===== src/rtl/lsu_if.sv =====
// AXI read-data / write-response channel pair seen by the LSU.
// master: the LSU side (consumes R and B beats, drives the ready signals).
// slave : the memory/interconnect side (drives beats, observes ready).
//   rvalid_i / rdata_i / rresp_i / rready_o : AXI R channel
//   bvalid_i / bresp_i / bready_o           : AXI B channel
interface lsu_if;
  logic        rvalid_i;
  logic [31:0] rdata_i;
  logic [1:0]  rresp_i;
  logic        rready_o;
  logic        bvalid_i;
  logic [1:0]  bresp_i;
  logic        bready_o;

  modport master (
    input  rvalid_i, rdata_i, rresp_i, bvalid_i, bresp_i,
    output rready_o, bready_o
  );

  modport slave (
    output rvalid_i, rdata_i, rresp_i, bvalid_i, bresp_i,
    input  rready_o, bready_o
  );
endinterface


===== src/rtl/lsu.sv =====
// Memory-response stage between execute and write-back.
// Takes an instruction from execute (whose AXI address/write handshake is
// already done), waits for the matching R or B beat, aligns and extends load
// data, and presents the result to write-back. Flushes drain any response
// still outstanding so it can never be mistaken for a later instruction's.
// Ports:
//   clock, reset           : clock, synchronous active-high reset
//   excp_flush, mret_flush : pipeline flush requests
//   exu_valid_i, exu_lsu_bus_i, exu_excp_bus_i, lsu_ready_o : execute handshake
//   axi                    : AXI R/B response channels (lsu_if.master)
//   wbu_ready_i, valid_o, lsu_wbu_bus_o : write-back handshake
//   lsu_excp_bus_o         : {load_access_fault, store_access_fault, exu excp[6:0]}
//   lsu_forward_bus        : {gpr_fwd_valid, rd, wb_result, csr_busy}
module lsu #(
  parameter int EXU_LSU_W = 125,
  parameter int LSU_WBU_W = 117
) (
  input  logic                 clock,
  input  logic                 reset,
  input  logic                 excp_flush,
  input  logic                 mret_flush,
  input  logic                 exu_valid_i,
  input  logic [EXU_LSU_W-1:0] exu_lsu_bus_i,
  input  logic [6:0]           exu_excp_bus_i,
  output logic                 lsu_ready_o,
  lsu_if.master                axi,
  input  logic                 wbu_ready_i,
  output logic                 valid_o,
  output logic [LSU_WBU_W-1:0] lsu_wbu_bus_o,
  output logic [8:0]           lsu_excp_bus_o,
  output logic [38:0]          lsu_forward_bus
);

  typedef enum logic [2:0] {
    IDLE   = 3'd0,
    WAIT_R = 3'd1,
    WAIT_B = 3'd2,
    DONE   = 3'd3,
    DRAIN  = 3'd4
  } state_e;

  state_e                 state_q, state_d;
  logic                   drain_r_q, drain_r_d;  // 1: draining an R beat, 0: a B beat
  logic [EXU_LSU_W-1:0]   bus_q, bus_d;
  logic [6:0]             excp_q, excp_d;
  logic [31:0]            loaded_q, loaded_d;
  logic                   load_fault_q, load_fault_d;
  logic                   store_fault_q, store_fault_d;

  // Load alignment: shift the addressed byte/half down, then extend by mem_re.
  function automatic logic [31:0] align_load(input logic [31:0] rdata,
                                             input logic [1:0]  mask,
                                             input logic [3:0]  re);
    logic [31:0] shifted;
    shifted = rdata >> {mask, 3'b000};
    case (re)
      4'b1111: align_load = shifted;
      4'b0011: align_load = {{16{shifted[15]}}, shifted[15:0]};
      4'b0111: align_load = {16'h0000, shifted[15:0]};
      4'b0001: align_load = {{24{shifted[7]}}, shifted[7:0]};
      4'b0101: align_load = {24'h000000, shifted[7:0]};
      default: align_load = 32'h0000_0000;
    endcase
  endfunction

  // Captured execute-bus fields (layout MSB..LSB as driven by execute).
  logic        skip_q, csr_we_q, mem_we_q, res_from_mem_q, gr_we_q, xret_q;
  logic [31:0] pc_q, csr_wdata_q, result_q;
  logic [1:0]  addr_mask_q;
  logic [3:0]  mem_re_q;
  logic [11:0] csr_addr_q;
  logic [4:0]  rd_q;
  assign skip_q         = bus_q[124];
  assign pc_q           = bus_q[123:92];
  assign csr_wdata_q    = bus_q[91:60];
  assign csr_we_q       = bus_q[59];
  assign addr_mask_q    = bus_q[58:57];
  assign mem_re_q       = bus_q[56:53];
  assign mem_we_q       = bus_q[52];
  assign csr_addr_q     = bus_q[51:40];
  assign res_from_mem_q = bus_q[39];
  assign gr_we_q        = bus_q[38];
  assign rd_q           = bus_q[37:33];
  assign xret_q         = bus_q[32];
  assign result_q       = bus_q[31:0];

  logic        flush_s, accept_s, drain_beat_s;
  logic [31:0] wb_result_s;
  logic        unused_resp_lsb_s;

  assign flush_s      = excp_flush | mret_flush;
  assign lsu_ready_o  = (state_q == IDLE) | ((state_q == DONE) & wbu_ready_i);
  assign accept_s     = exu_valid_i & lsu_ready_o & ~flush_s;
  assign drain_beat_s = drain_r_q ? axi.rvalid_i : axi.bvalid_i;
  assign unused_resp_lsb_s = axi.rresp_i[0] ^ axi.bresp_i[0];

  assign axi.rready_o = (state_q == WAIT_R) | ((state_q == DRAIN) & drain_r_q);
  assign axi.bready_o = (state_q == WAIT_B) | ((state_q == DRAIN) & ~drain_r_q);
  assign valid_o      = (state_q == DONE);

  assign wb_result_s     = res_from_mem_q ? loaded_q : result_q;
  assign lsu_wbu_bus_o   = {skip_q, pc_q, csr_wdata_q, csr_we_q, csr_addr_q,
                            gr_we_q, rd_q, xret_q, wb_result_s};
  assign lsu_excp_bus_o  = {load_fault_q, store_fault_q, excp_q};
  assign lsu_forward_bus = {valid_o & gr_we_q & (rd_q != 5'd0), rd_q, wb_result_s,
                            (state_q != IDLE) & csr_we_q};

  // Next-state and capture logic; flush takes priority over every transition.
  always_comb begin
    state_d       = state_q;
    drain_r_d     = drain_r_q;
    bus_d         = bus_q;
    excp_d        = excp_q;
    loaded_d      = loaded_q;
    load_fault_d  = load_fault_q;
    store_fault_d = store_fault_q;
    if (flush_s) begin
      case (state_q)
        // A beat coinciding with the flush is consumed here and dropped.
        WAIT_R: begin
          if (axi.rvalid_i) begin
            state_d = IDLE;
          end else begin
            state_d   = DRAIN;
            drain_r_d = 1'b1;
          end
        end
        WAIT_B: begin
          if (axi.bvalid_i) begin
            state_d = IDLE;
          end else begin
            state_d   = DRAIN;
            drain_r_d = 1'b0;
          end
        end
        DRAIN: begin
          if (drain_beat_s) begin
            state_d = IDLE;
          end else begin
            state_d = DRAIN;
          end
        end
        default: state_d = IDLE;
      endcase
    end else begin
      case (state_q)
        IDLE, DONE: begin
          if (accept_s) begin
            bus_d         = exu_lsu_bus_i;
            excp_d        = exu_excp_bus_i;
            load_fault_d  = 1'b0;
            store_fault_d = 1'b0;
            if (exu_lsu_bus_i[56:53] != 4'b0000) begin
              state_d = WAIT_R;
            end else if (exu_lsu_bus_i[52]) begin
              state_d = WAIT_B;
            end else begin
              state_d = DONE;
            end
          end else if ((state_q == DONE) & wbu_ready_i) begin
            state_d = IDLE;
          end else begin
            state_d = state_q;
          end
        end
        WAIT_R: begin
          if (axi.rvalid_i) begin
            loaded_d     = align_load(axi.rdata_i, addr_mask_q, mem_re_q);
            load_fault_d = axi.rresp_i[1];
            state_d      = DONE;
          end else begin
            state_d = WAIT_R;
          end
        end
        WAIT_B: begin
          if (axi.bvalid_i) begin
            store_fault_d = axi.bresp_i[1];
            state_d       = DONE;
          end else begin
            state_d = WAIT_B;
          end
        end
        DRAIN: begin
          if (drain_beat_s) begin
            state_d = IDLE;
          end else begin
            state_d = DRAIN;
          end
        end
        default: state_d = IDLE;
      endcase
    end
  end

  // State and capture registers with synchronous reset.
  always_ff @(posedge clock) begin
    if (reset) begin
      state_q       <= IDLE;
      drain_r_q     <= 1'b0;
      bus_q         <= '0;
      excp_q        <= 7'd0;
      loaded_q      <= 32'd0;
      load_fault_q  <= 1'b0;
      store_fault_q <= 1'b0;
    end else begin
      state_q       <= state_d;
      drain_r_q     <= drain_r_d;
      bus_q         <= bus_d;
      excp_q        <= excp_d;
      loaded_q      <= loaded_d;
      load_fault_q  <= load_fault_d;
      store_fault_q <= store_fault_d;
    end
  end

endmodule


===== src/flat_wrapper.sv =====
// flat-port wrapper written by rule: the top's interface ports become plain ports
module lsu_flat 
#(
  parameter int EXU_LSU_W = 125,
  parameter int LSU_WBU_W = 117
)
  (clock, reset, excp_flush, mret_flush, exu_valid_i, exu_lsu_bus_i, exu_excp_bus_i, lsu_ready_o, wbu_ready_i, valid_o, lsu_wbu_bus_o, lsu_excp_bus_o, lsu_forward_bus, axi_rvalid_i, axi_rdata_i, axi_rresp_i, axi_bvalid_i, axi_bresp_i, axi_rready_o, axi_bready_o);
  lsu_if axi_i ();
  input  logic clock;
  input  logic reset;
  input  logic excp_flush;
  input  logic mret_flush;
  input  logic exu_valid_i;
  input  logic [EXU_LSU_W-1:0] exu_lsu_bus_i;
  input  logic [6:0] exu_excp_bus_i;
  output logic lsu_ready_o;
  input  logic wbu_ready_i;
  output logic valid_o;
  output logic [LSU_WBU_W-1:0] lsu_wbu_bus_o;
  output logic [8:0] lsu_excp_bus_o;
  output logic [38:0] lsu_forward_bus;
  input wire logic [$bits(axi_i.rvalid_i)-1:0] axi_rvalid_i;
  input wire logic [$bits(axi_i.rdata_i)-1:0] axi_rdata_i;
  input wire logic [$bits(axi_i.rresp_i)-1:0] axi_rresp_i;
  input wire logic [$bits(axi_i.bvalid_i)-1:0] axi_bvalid_i;
  input wire logic [$bits(axi_i.bresp_i)-1:0] axi_bresp_i;
  output wire logic [$bits(axi_i.rready_o)-1:0] axi_rready_o;
  output wire logic [$bits(axi_i.bready_o)-1:0] axi_bready_o;
  assign axi_i.rvalid_i = axi_rvalid_i;
  assign axi_i.rdata_i = axi_rdata_i;
  assign axi_i.rresp_i = axi_rresp_i;
  assign axi_i.bvalid_i = axi_bvalid_i;
  assign axi_i.bresp_i = axi_bresp_i;
  assign axi_rready_o = axi_i.rready_o;
  assign axi_bready_o = axi_i.bready_o;
  lsu #(.EXU_LSU_W(EXU_LSU_W), .LSU_WBU_W(LSU_WBU_W)) u_core (.clock(clock), .reset(reset), .excp_flush(excp_flush), .mret_flush(mret_flush), .exu_valid_i(exu_valid_i), .exu_lsu_bus_i(exu_lsu_bus_i), .exu_excp_bus_i(exu_excp_bus_i), .lsu_ready_o(lsu_ready_o), .axi(axi_i), .wbu_ready_i(wbu_ready_i), .valid_o(valid_o), .lsu_wbu_bus_o(lsu_wbu_bus_o), .lsu_excp_bus_o(lsu_excp_bus_o), .lsu_forward_bus(lsu_forward_bus));
endmodule

===== config.mk =====
export PLATFORM = sky130hd
export DESIGN_NAME = lsu_flat
export DESIGN_NICKNAME = d
export VERILOG_FILES = /design/src/rtl/lsu_if.sv /design/src/rtl/lsu.sv /design/src/flat_wrapper.sv
export SDC_FILE = /design/constraint.sdc
export NUM_CORES = 1
export LEC_CHECK = 0
export CAP_MARGIN = 40
export CORE_MARGIN = 1.5
export CORE_UTILIZATION = 40
export CTS_CLUSTER_DIAMETER = 120
export DETAILED_ROUTE_END_ITERATION = 16
export DONT_BUFFER_PORTS = 1
export GPL_TIMING_DRIVEN = 0
export SLEW_MARGIN = 30
export SYNTH_ARGS = -nofsm -noshare
export SYNTH_HDL_FRONTEND = slang
export SYNTH_SLANG_ARGS = --single-unit

===== constraint.sdc =====
create_clock -name clock -period 2.7 [get_ports clock]
set_clock_uncertainty 0.2 [all_clocks]
set_input_delay 0.27 -clock clock [delete_from_list [all_inputs] [get_ports clock]]
set_output_delay 0.27 -clock clock [all_outputs]
set_load 0.03 [all_outputs]

After elaboration in Yosys (flattened, before gate mapping)
Cells that the tools add are included.
{ "classes": {"addsub": 0, "multipliers": 0, "div_mod_pow": 0, "order_cmp": 0, "eq_ne": 15, "shift": 1, "mux": 23, "n_bitwise": 14, "reduce_logical": 13} }
{ "op_table": {"columns": ["cell", "count"], "rows": [
  ["one-hot mux 32 bit (5 select lines)", 1],
  ["2-to-1 mux 32 bit", 1],
  [">> shifter 32 x 5 -> 32 bit", 1],
  ["2-to-1 mux 3 bit", 7],
  ["one-hot mux 3 bit (4 select lines)", 1],
  ["AND reduction 4 bit", 3],
  ["one-hot mux 3 bit (3 select lines)", 1],
  ["AND 1 bit", 8],
  ["equality test 4 x 3 -> 1 bit, second input constant", 2],
  ["2-to-1 mux 1 bit", 8],
  ["inequality test 2 bit, second input constant", 4],
  ["equality test 3 x 2 -> 1 bit, second input constant", 2],
  ["one-hot mux 1 bit (2 select lines)", 3],
  ["AND reduction 3 bit", 2],
  ["nonzero test 2 bit", 3],
  ["nonzero test 5 bit", 1],
  ["equality test 4 x 1 -> 1 bit, second input constant", 1],
  ["equality test 4 x 2 -> 1 bit, second input constant", 1],
  ["equality test 4 bit, second input constant", 1],
  ["inequality test 4 x 1 -> 1 bit, second input constant", 1],
  ["bitwise OR 1 bit", 4],
  ["nonzero test 4 bit", 1],
  ["equality test 3 x 1 -> 1 bit, second input constant", 1],
  ["equality test 3 bit, second input constant", 1],
  ["other kinds (6)", 7]
]} }
{ "word_totals": {"reg_bits": 170, "latch_bits": 0, "mem_bits_rw": 0, "mem_bits_ro": 0, "inputBits": 176, "output_inout_bits": 169, "word_cells": 73, "n_memories": 0} }

Depth between registers and ports, before layout
{ "depth": {"ltp_word": 8, "mapped_depth": 8} }

Worst setup path before layout
No wires, ideal clock.
{ "synth_timing": {"kind": "register to register", "from": "register u_core.bus_q[54]", "to": "register u_core.loaded_q[21]", "setup_ns": 0.143, "arrival_ns": 1.831, "slack_ns": 0.525, "stages_incl_launch_ff": 7, "path_buffers": 2, "synth_period_minus_slack_ns": 2.175, "path_cell_list": "dfxtp_1 > clkbuf_1 > mux4_2 > nor2b_1 > o211ai_2 > buf_2 > a211oi_2"} }
{ "synth_between": {"elab_chain_cells": 2, "word_cells_on_any_way": 6, "cone_classes": "5 x eq/ne; 1 x mux"} }
{ "synth_rtl": {"columns": ["item", "line", "text"], "rows": [
  ["start, declared", "lsu.sv:44", "logic [EXU_LSU_W-1:0] bus_q, bus_d;"],
  ["start signal, assigned", "lsu.sv:208", "bus_q <= bus_d;"],
  ["equality test 4 x 3 -> 1 bit (tied with other cells)", "lsu.sv:56", "case (re)"],
  ["one-hot mux 32 bit (5 select lines) (*)", "lsu.sv:56", null],
  ["end signal, assigned", "lsu.sv:210", "loaded_q <= loaded_d;"],
  ["end, declared", "lsu.sv:46", "logic [31:0] loaded_q, loaded_d;"]
]} }
Every way passes the cells marked *; elsewhere a longest branch is shown, timed or not.
A chain may end at the register's enable or synchronous reset.

Final worst setup path
{ "layout_timing": {"from": "register u_core.state_q[0]", "to": "register u_core.bus_q[39]"} }
{ "layout_between": {"elab_chain_cells": 6, "word_cells_on_any_way": 8, "cone_classes": "1 x eq/ne; 4 x bitwise; 3 x reduce/logical"} }
{ "layout_rtl": {"columns": ["item", "line", "text"], "rows": [
  ["start, declared", "lsu.sv:42", "state_e state_q, state_d;"],
  ["start signal, assigned", "lsu.sv:206", "state_q <= state_d;"],
  ["equality test 3 x 2 -> 1 bit", "lsu.sv:92, lsu.sv:146", null],
  ["AND 1 bit", "lsu.sv:92", "assign lsu_ready_o = (state_q == IDLE) | ((state_q == DONE) & wbu_ready_i);"],
  ["bitwise OR 1 bit", "lsu.sv:92", null],
  ["AND 1 bit (2 in a row)", "lsu.sv:93", "assign accept_s = exu_valid_i & lsu_ready_o & ~flush_s;"],
  ["AND reduction 3 bit (no line) (*)", null, null]
]} }
Marks and branches as above.

==> flow_metrics.py <==
metrics = {
    "status": {
        "status": "completed",
    },
    "synthesis": {
        "synth_area_mm2": 0.008574,
        "yosysWarnings": 0,
        "synth-seq-cells": 169,
        "ys.flop_type": "dfxtp_1",
        "synth.avg_cell_area_um2": 8.309,
        "async_flop_share": 0,
        "synth-edff-count": 0,
        "synth_seq_area_share": 0.3946,
        "syn-instance-count": 1032,
        "yosysUniqueCellTypes": 42,
        "syn_nets": 1208,
    },
    "setup_path": {
        "crit_top_cell": "buf_2",
        "cp-end-kind": "register",
        "crit_slowest_cell": "buf_2",
        "crit_family": "buffers and inverters",
        "path_cells": "buf_2 -> nand2b_1 -> and3_1 -> buf_2 -> buf_2 -> buf_1 -> nand3_1 -> a21oi_1",
        "critPathMaxStageDelay_ps": 370,
        "crit_fanout": 10,
        "cp.required_ps": 2860,
        "cp_num_buf_inv": 4,
        "critical_path_class": "reg -> reg",
        "crit_arrival_ps": 2740,
        "start_kind": "register",
    },
    "global_route": {
        "grt_antenna_before_repair": 1,
        "use_met3": 0.06707,
        "use_met1": 0.3104,
        "grtUsageMet2": 0.4371,
        "busiest_layer": "met2",
        "grt_pass1_vias": 7938,
        "track_usage": 0.2545,
        "grt_pass1_wl_mm": 43.80,
        "grt.overflow.total": 0,
        "grt_max_degree": 17,
    },
    "drt": {
        "remaining_drc_errors": 0,
        "first_pass_iters": 5,
        "antenna_left": 0,
        "drt_iter0_drc": 543,
        "vias": 8243,
        "vias_per_cell": 5.481,
        "routed_wl_mm": 29.38,
        "routedWlPerCell_um": 19.53,
    },
    "clock_tree": {
        "clk_path_buf_depth": 2,
        "htree_levels": 4,
        "insertion_delay_ps": 430,
        "post_cts_buffers": 0,
        "cts-root-buf": "clkbuf_16",
        "cts.sinks": 169,
        "cts_tree": "built",
        "numCtsBuffers": 17,
        "clkTransAtPathRegs_ps": 70,
    },
    "timing": {
        "min_period_ps": 2572,
        "slew_headroom": 0.4734,
        "tightest_slew_ps": 789.9,
        "report.final.slew_viol_count": 0,
        "finalSetupTns_ps": 0,
        "max_freq_ghz": 0.3889,
        "post-route-period-util": 0.9525,
        "rsz0062_at_grt": "false",
        "hold_viol_final": 0,
        "setup_viol": 0,
    },
    "floorplanning": {
        "die-area_mm2": 0.02232,
        "core.rowCount": 53,
        "core_area_mm2": 0.02102,
        "initial_core_util": 0.4079,
        "die_w_um": 149.4,
        "io_pins": 345,
        "die_height_um": 149.4,
    },
    "power_and_ir_drop": {
        "finalPower_mw": 6.041,
        "p_leak_nw": 4.080,
        "powerDensity_mw_per_mm2": 540.0,
        "max-vdd-ir-drop_mv": 0.4191,
    },
    "placement": {
        "place.gp.congestion": 0.8117,
        "hpwl_mm": 20.48,
        "io_buffers": 0,
        "place_area_mm2": 0.008930,
        "dp.cells": 1308,
    },
    "cells_and_area": {
        "diodes": 0,
        "finish.utilization": 0.5322,
        "syn_to_final_growth_pct": 30.47,
        "fin_nets": 1393,
        "final_layout_size_suffix_gt1_frac": 0.2059,
        "final_cell_area_mm2": 0.01119,
        "finalNonFillerCells": 1504,
    },
    "worst_hold_path": {
        "min_path_type": "in -> reg",
    },
    "flow_run": {
        "maxCapViolCount": 0,
    },
}
[layer usage]
layer | vias up | share of wire
met5 | - | 0.00041
met4 | 2 | 0.017
met3 | 34 | 0.080
met2 | 338 | 0.50
met1 | 3916 | 0.41
li1 | 3953 | -
[synthesized netlist by cell type (all sizes together), types with 2 or more instances]
| cell | count | area (um2) |
|---|---|---|
| nor3 | 4 | 20.02 |
| inv | 4 | 15.01 |
| nor2b | 11 | 68.82 |
| nand2 | 13 | 48.80 |
| o211ai | 3 | 27.52 |
| nand3 | 133 | 665.6 |
| a211oi | 17 | 187.7 |
| a21oi | 164 | 820.8 |
| mux4 | 2 | 45.04 |
| a211o | 8 | 70.07 |
| o2bb2ai | 8 | 70.07 |
| a22oi | 17 | 127.6 |
| dfxtp | 169 | 3383 |
| nand2b | 6 | 37.54 |
| o21ai | 143 | 715.7 |
| and3 | 3 | 18.77 |
| mux2i | 10 | 100.1 |
| buf | 150 | 1054 |
| mux2 | 40 | 450.4 |
| or3b | 3 | 28.78 |
| clkbuf | 76 | 285.3 |
| a21boi | 2 | 15.01 |
| nand3b | 10 | 75.07 |
| nor2 | 16 | 60.06 |
| a32oi | 7 | 61.31 |
| or2 | 2 | 12.51 |
[area by class of cell]
cell class / instances / area, um2
Clock inverter: 13 / 131.4
Tap cell: 275 / 344.1
Inverter: 4 / 15.01
Multi-Input combinational cell: 633 / 3844
Clock buffer: 18 / 439.2
Timing Repair Buffer: 168 / 1679
Fill cell: 1961 / 9834
Buffer: 224 / 1351
Sequential cell: 169 / 3383
[final timing paths]
check / startpoint / to / slack, ps / cells after the start
setup / recovery: u_core.state_q[0]$_SDFFE_PP0P_ / u_core.bus_q[39]$_SDFFE_PP0P_ / 130 / 8
hold / removal: axi_rdata_i[23] / u_core.loaded_q[15]$_SDFFE_PP0P_ / 10 / 3
setup reg to reg: u_core.state_q[0]$_SDFFE_PP0P_ / u_core.bus_q[39]$_SDFFE_PP0P_ / 130 / 8
hold reg to reg: u_core.bus_q[23]$_SDFFE_PP0P_ / u_core.bus_q[23]$_SDFFE_PP0P_ / 270 / 2
[per-stage QoR]
step           worst slack [ps]  hold WS, ps
3_3_place_gp             -41.25        220.9
6_report                  128.4        11.84
4_1_cts                  -159.2        5.075
3_5_place_dp           -0.04863        223.5
5_1_grt                   1.506        49.87
2_1_floorplan             525.4        217.7
[power breakdown]
part	total [mW]	switching, mW	leakage (nW)	internal, mW
sequential	2.61	0.0464	1.37	2.56
combinational	0.977	0.590	2.43	0.388
clock	2.46	1.14	0.277	1.32
[worst min-delay path: stages]
cell and delay [ps]:
o2bb2ai_1 100, a21oi_1 60, o21ai_0 180
[cell usage in the layout (no fill, tap or decap), types with 3 or more instances in the layout]
cell	synthesis	layout
dfxtp_1	169	169
dlygate4sd3_1	0	165
a21oi_1	164	164
o21ai_0	143	143
nand3_1	133	133
buf_4	126	126
clkbuf_1	76	64
mux2_2	40	40
a22oi_1	17	17
clkbuf_16	0	17
nor2_1	16	16
clkbuf_2	0	14
buf_2	14	14
nand2_1	13	13
a211oi_2	12	12
nor2b_1	11	11
mux2i_1	10	10
nand3b_1	10	10
o2bb2ai_1	8	8
a211o_1	8	8
a32oi_1	7	7
inv_6	0	7
nand2b_1	6	6
buf_1	10	6
a211oi_1	5	5
inv_1	4	4
nor3_1	4	3
[cells by family (layout without fill, tap and decap cells)]
| kind of cell | count (synthesis) | count (layout) | share of synthesized area |
|---|---|---|---|
| buf+inv | 230 | 427 | 0.1579 |
| mux | 52 | 52 | 0.06946 |
| compound gates | 373 | 373 | 0.2510 |
| flops | 169 | 169 | 0.3946 |
| simple gates | 208 | 208 | 0.1271 |
[state kept, by name, summed over array words and instances (netlist names)]
signal	flops
u_core.bus_q	124
u_core.loaded_q	32
u_core.excp_q	7
u_core.state_q	3
u_core.drain_r_q	1
u_core.load_fault_q	1
u_core.store_fault_q	1
[repair_timing]
action                                  in CTS  in global routing
endpoints found under the setup margin      39                108
hold endpoints to repair                   159                  0
hold buffers                               165                  0
resized for setup                            1                 27
Power figures use the tool's default switching activity.
